===== config.mk =====
export PLATFORM = sky130hd
export DESIGN_NAME = conv_window_gen
export DESIGN_NICKNAME = d
export VERILOG_FILES = /design/src/rtl/conv_window_gen.sv
export SDC_FILE = /design/constraint.sdc
export NUM_CORES = 1
export LEC_CHECK = 0
export CAP_MARGIN = 40
export CORE_UTILIZATION = 31
export CTS_BUF_LIST = sky130_fd_sc_hd__clkbuf_4 sky130_fd_sc_hd__clkbuf_8
export DETAILED_ROUTE_END_ITERATION = 8
export SLEW_MARGIN = 20
export SYNTH_ARGS = -nofsm -noshare
export SYNTH_HDL_FRONTEND = slang
export SYNTH_SLANG_ARGS = --single-unit

===== constraint.sdc =====
create_clock -name clk -period 5.5 [get_ports clk]
set_clock_uncertainty 0.05 [all_clocks]
set_input_delay 0.825 -clock clk [delete_from_list [all_inputs] [get_ports clk]]
set_output_delay 0.825 -clock clk [all_outputs]
set_load 0.005 [all_outputs]

===== src/rtl/conv_window_gen.sv =====
// conv_window_gen: sliding R x C window generator for a raster pixel stream.
// Keeps R-1 line buffers and an R x C window shift register, and presents each
// complete neighbourhood on a flattened bus with a valid/ready handshake.
module conv_window_gen #(
  parameter int In_d_W = 32,
  parameter int R      = 3,
  parameter int C      = 3,
  parameter int IMG_W  = 8,
  parameter int IMG_H  = 8
) (
  input  logic                    clk,
  input  logic                    rst,
  input  logic                    clr,
  input  logic [In_d_W-1:0]       pix_in,
  input  logic                    pix_valid,
  output logic                    pix_ready,
  output logic [R*C*In_d_W-1:0]   win,
  output logic                    win_valid,
  input  logic                    win_ready,
  output logic                    frame_done
);

  localparam int XW = (IMG_W > 1) ? $clog2(IMG_W) : 1;
  localparam int YW = (IMG_H > 1) ? $clog2(IMG_H) : 1;
  localparam logic [XW-1:0] X_LAST = XW'(IMG_W - 1);
  localparam logic [YW-1:0] Y_LAST = YW'(IMG_H - 1);
  localparam logic [XW-1:0] X_WIN  = XW'(C - 1);
  localparam logic [YW-1:0] Y_WIN  = YW'(R - 1);

  logic [XW-1:0]          x_q, x_d;
  logic [YW-1:0]          y_q, y_d;
  logic                   win_valid_q, win_valid_d;
  logic                   frame_done_q, frame_done_d;
  logic [R*C*In_d_W-1:0]  win_q, win_d;
  logic [In_d_W-1:0]      lb_q [R-1][IMG_W];
  logic [In_d_W-1:0]      lb_d [R-1][IMG_W];
  logic                   accept;

  // Stall the stream only while a window is waiting on the consumer.
  assign pix_ready  = !(win_valid_q && !win_ready);
  assign accept     = pix_valid && pix_ready && !clr && !rst;
  assign win        = win_q;
  assign win_valid  = win_valid_q;
  assign frame_done = frame_done_q;

  // Raster position counters; clr restarts the frame and blocks the accept.
  always_comb begin
    x_d = x_q;
    y_d = y_q;
    if (clr) begin
      x_d = '0;
      y_d = '0;
    end else if (accept) begin
      if (x_q == X_LAST) begin
        x_d = '0;
        y_d = (y_q == Y_LAST) ? '0 : y_q + YW'(1);
      end else begin
        x_d = x_q + XW'(1);
      end
    end
  end

  // Window-valid flag and end-of-frame pulse; a new window overrides a consume.
  always_comb begin
    win_valid_d  = win_valid_q;
    frame_done_d = accept && (x_q == X_LAST) && (y_q == Y_LAST);
    if (clr) begin
      win_valid_d = 1'b0;
    end else if (accept && (y_q >= Y_WIN) && (x_q >= X_WIN)) begin
      win_valid_d = 1'b1;
    end else if (win_valid_q && win_ready) begin
      win_valid_d = 1'b0;
    end
  end

  // Window shift: rows move one column left, new right column comes from the
  // line buffers (older rows on top) with the incoming pixel at the bottom.
  always_comb begin
    win_d = win_q;
    if (accept) begin
      for (int r = 0; r < R; r++) begin
        for (int c = 0; c < C - 1; c++) begin
          win_d[(r*C + c)*In_d_W +: In_d_W] = win_q[(r*C + c + 1)*In_d_W +: In_d_W];
        end
      end
      for (int r = 0; r < R - 1; r++) begin
        win_d[(r*C + C - 1)*In_d_W +: In_d_W] = lb_q[R-2-r][x_q];
      end
      win_d[((R-1)*C + C - 1)*In_d_W +: In_d_W] = pix_in;
    end
  end

  // Line buffers cascade at the current column: lb[0] takes the new pixel.
  always_comb begin
    lb_d = lb_q;
    if (accept) begin
      lb_d[0][x_q] = pix_in;
      for (int i = 1; i < R - 1; i++) begin
        lb_d[i][x_q] = lb_q[i-1][x_q];
      end
    end
  end

  // Control and window registers with synchronous reset.
  always_ff @(posedge clk) begin
    if (rst) begin
      x_q          <= '0;
      y_q          <= '0;
      win_valid_q  <= 1'b0;
      frame_done_q <= 1'b0;
      win_q        <= '0;
    end else begin
      x_q          <= x_d;
      y_q          <= y_d;
      win_valid_q  <= win_valid_d;
      frame_done_q <= frame_done_d;
      win_q        <= win_d;
    end
  end

  // Line buffer storage; contents are don't-care after reset.
  always_ff @(posedge clk) begin
    lb_q <= lb_d;
  end

endmodule


==> metrics.md <==
| Metric | Value |
|---|---|
| Rel. slew slack | `15.71%` |
| WL met2 | `37,930 um` |
| Outcome | `finished, final reports clean` |
| Final setup viols | `0` |
| Post_cts resized | `0` |
| Power Dens Cells | `338.2 nW/um^2` |
| Post-synth top area cell | `edfxtp_1` |
| Hold_ws | `0.4039 ns` |
| Antenna Violating Nets Remaining | `0` |
| Layout cells sized above 1 | `15.98%` |
| Die Wd | `311.1 um` |
| CTS tree | `yes` |
| Synth warnings | `0` |
| GPL Wtd Cong | `0.7812` |
| Routed wire per std cell | `20.73 um` |
| Max Slew Vio Count | `0` |
| Post-synth EDFFs | `512` |
| Setup crit end kind | `flop` |
| Pin count of the biggest net entering global routing | `201` |
| CP max FO | `49` |
| Final WL | `80,420 um` |
| Vias in the first global route | `18,740` |
| Synth cell types | `48` |
| Core Region | `94,030 sq um` |
| Hold Path Class | `flop to flop` |
| # rows | `112` |
| Initial antenna violation count | `2` |
| Post-synth top cells | `edfxtp_1, nand2_1, dfxtp_1` |
| Post-Synthesis Cell Area | `29,610 sq um` |
| Worst slew pin tran | `1.264 ns` |
| Max Cap Viol | `0` |
| WS Path Type | `input pin to flop` |
| Ranking of synthesized cells by area | `edfxtp_1, dfxtp_1, nand2_1` |
| Ys async rst share | `0%` |
| Post-Syn Area per Cell | `13.68 sq um` |
| Startpoint Class | `input pin` |
| First-pass GRT wire length | `121,000 um` |
| Drc violations | `0` |
| Worst path required time | `5.88 ns` |
| Met3 WL | `5651 um` |
| Most common cell in the netlist | `edfxtp_1` |
| CTS root buf | `clkbuf_8` |
| Grt ovf | `0` |
| IO Port Bufs | `327` |
| Synthesized net count | `2,207` |
| Register bit total from synthesis | `808` |
| WP data arrival | `3.95 ns` |
| CTS clk-pin slew, worst paths | `0.06 ns` |
| Chip height | `311.1 um` |
| CTS Buf Count | `134` |
| Vias/cell | `4.859` |
| Clock tree buffer depth | `3` |
| Primary FF master, synth | `edfxtp_1` |
| Final Critical Period | `3.572 ns` |
| GR Util All Layers | `16.50%` |
| Via Count | `18,850` |
| Pwr Total | `12.53 mW` |
| Area grow syn2layout | `25.10%` |
| Yosys top cell area share | `51.92%` |
| Syn Inst Count | `2,165` |
| Post-CTS setup buffers | `0` |
| NumNets Final | `2,557` |
| Drt first-iter violations | `1,562` |
| Hold-fix buffers, CTS | `0` |
| First-pass DRT Iterations | `5` |
| Full die area | `96,760 sq um` |
| Clock sink count | `808` |
| RSZ-0062 raised after global routing | `false` |
| Fmax | `279.9 MHz` |
| Initial core utilization | `31.49%` |
| Lkg Pwr | `11.74 nW` |
| Skew-Pair Late Insertion Delay | `0.79 ns` |
| WL met1 | `35,390 um` |
| I/O pins | `328` |
| Dpl hpwl | `49,360 um` |
| Register area share after synthesis | `71.93%` |
| Post-route clock period utilization | `64.95%` |
| Final Hold Viols | `0` |
| Highest metal used | `met4` |
| Peak VDD IR | `0.2324 mV` |
| Setup TNS | `0 ns` |
| H-tree Lvls | `4` |
## cell usage in the layout (no fill, tap or decap), drive strengths merged, types with 4 or more instances in the layout
cell             n
a21oi          237
a22oi            5
a311oi           8
edfxtp         512
mux2i           49
nand2b           4
clkinv          29
mux2            54
a221o            7
nor3            47
o2bb2ai          7
nor2           112
a22o             4
o21ai           15
nand2          475
clkbuf         202
nor2b            5
buf             37
dfxtp          296
a221oi          19
a211oi           8
clkdlybuf4s50  326
a21o             4
a31oi           10
o22ai           13
o221a            6
ha               5
nand3           12
inv             12
clkinvlp         5
mux4            74
## report_power, final
part,internal [mW],switching [mW],total (mW)
Sequential,6.51,0.0733,6.59
Clock,2.98,2.41,5.39
Combinational,0.229,0.319,0.548
Total,9.72,2.80,12.5
## metrics by stage
stage | std cells | utilization (%) | worst slack (ns) | instance area (sq um)
finish | 3879 | 39.40 | 1.928 | 37040
global route | 3877 | 39.39 | 1.785 | 37040
global placement | 3625 | 36.26 | 1.160 | 34100
floorplan | 2165 | - | 0.4909 | 29610
detailed placement | 3629 | 36.35 | 1.115 | 34180
CTS | 3872 | 39.29 | 1.881 | 36940
## worst max-delay path, cell delays in order
cell and delay [ns]:
clkdlybuf4s50_1 0.48, nor2b_1 0.42, and2_4 0.24, buf_4 0.44
nand3_1 0.42, nor2_4 0.66, buf_12 0.41
## final cells by class
type | count | area [sq um]
Sequential cell | 808 | 21310
Fill cell | 8763 | 56990
Antenna cell | 3 | 7.507
Clock inverter | 41 | 336.6
Clock buffer | 202 | 2424
Inverter | 8 | 30.03
Multi-Input combinational cell | 1200 | 7615
Timing Repair Buffer | 363 | 3754
Tap cell | 1254 | 1569
## cell families (layout without fill, tap and decap cells)
| family | Yosys count | in the layout | synth area share, % |
|---|---|---|---|
| flip-flops | 808 | 808 | 71.93 |
| AND/OR/NAND/NOR | 668 | 668 | 8.932 |
| AO/OA/AOI/OAI | 350 | 350 | 6.984 |
| multiplexers | 177 | 177 | 9.351 |
| other | 0 | 3 | 0 |
| adder cells (fa/ha/maj) | 5 | 5 | 0.2113 |
| buffers and inverters | 157 | 614 | 2.590 |
## worst paths after layout
kind	start	to	slack [ns]	cells after the start
hold reg to reg	win[111]$_SDFFE_PP0P_	win[111]$_SDFFE_PP0P_	0.40	2
setup reg to reg	x_q[0]$_SDFFE_PP0P_	win[187]$_SDFFE_PP0P_	1.93	6
setup / recovery	pix_valid	lb_q[306]$_DFFE_PP_	1.93	7
hold / removal	win[111]$_SDFFE_PP0P_	win[111]$_SDFFE_PP0P_	0.40	2
## registers in the layout, summed over array words and instances (netlist names)
register,flops
lb_q,512
win,288
x_q,3
y_q,3
frame_done,1
win_valid,1
## per-layer routing
metal / track usage, % / up-vias
li1: - / 8621
met1: 21.93 / 9434
met2: 26.51 / 691
met3: 4.019 / 104
met4: 5.083 / 0
met5: 0 / -
Note: power is estimated with default switching activity, not from simulation.
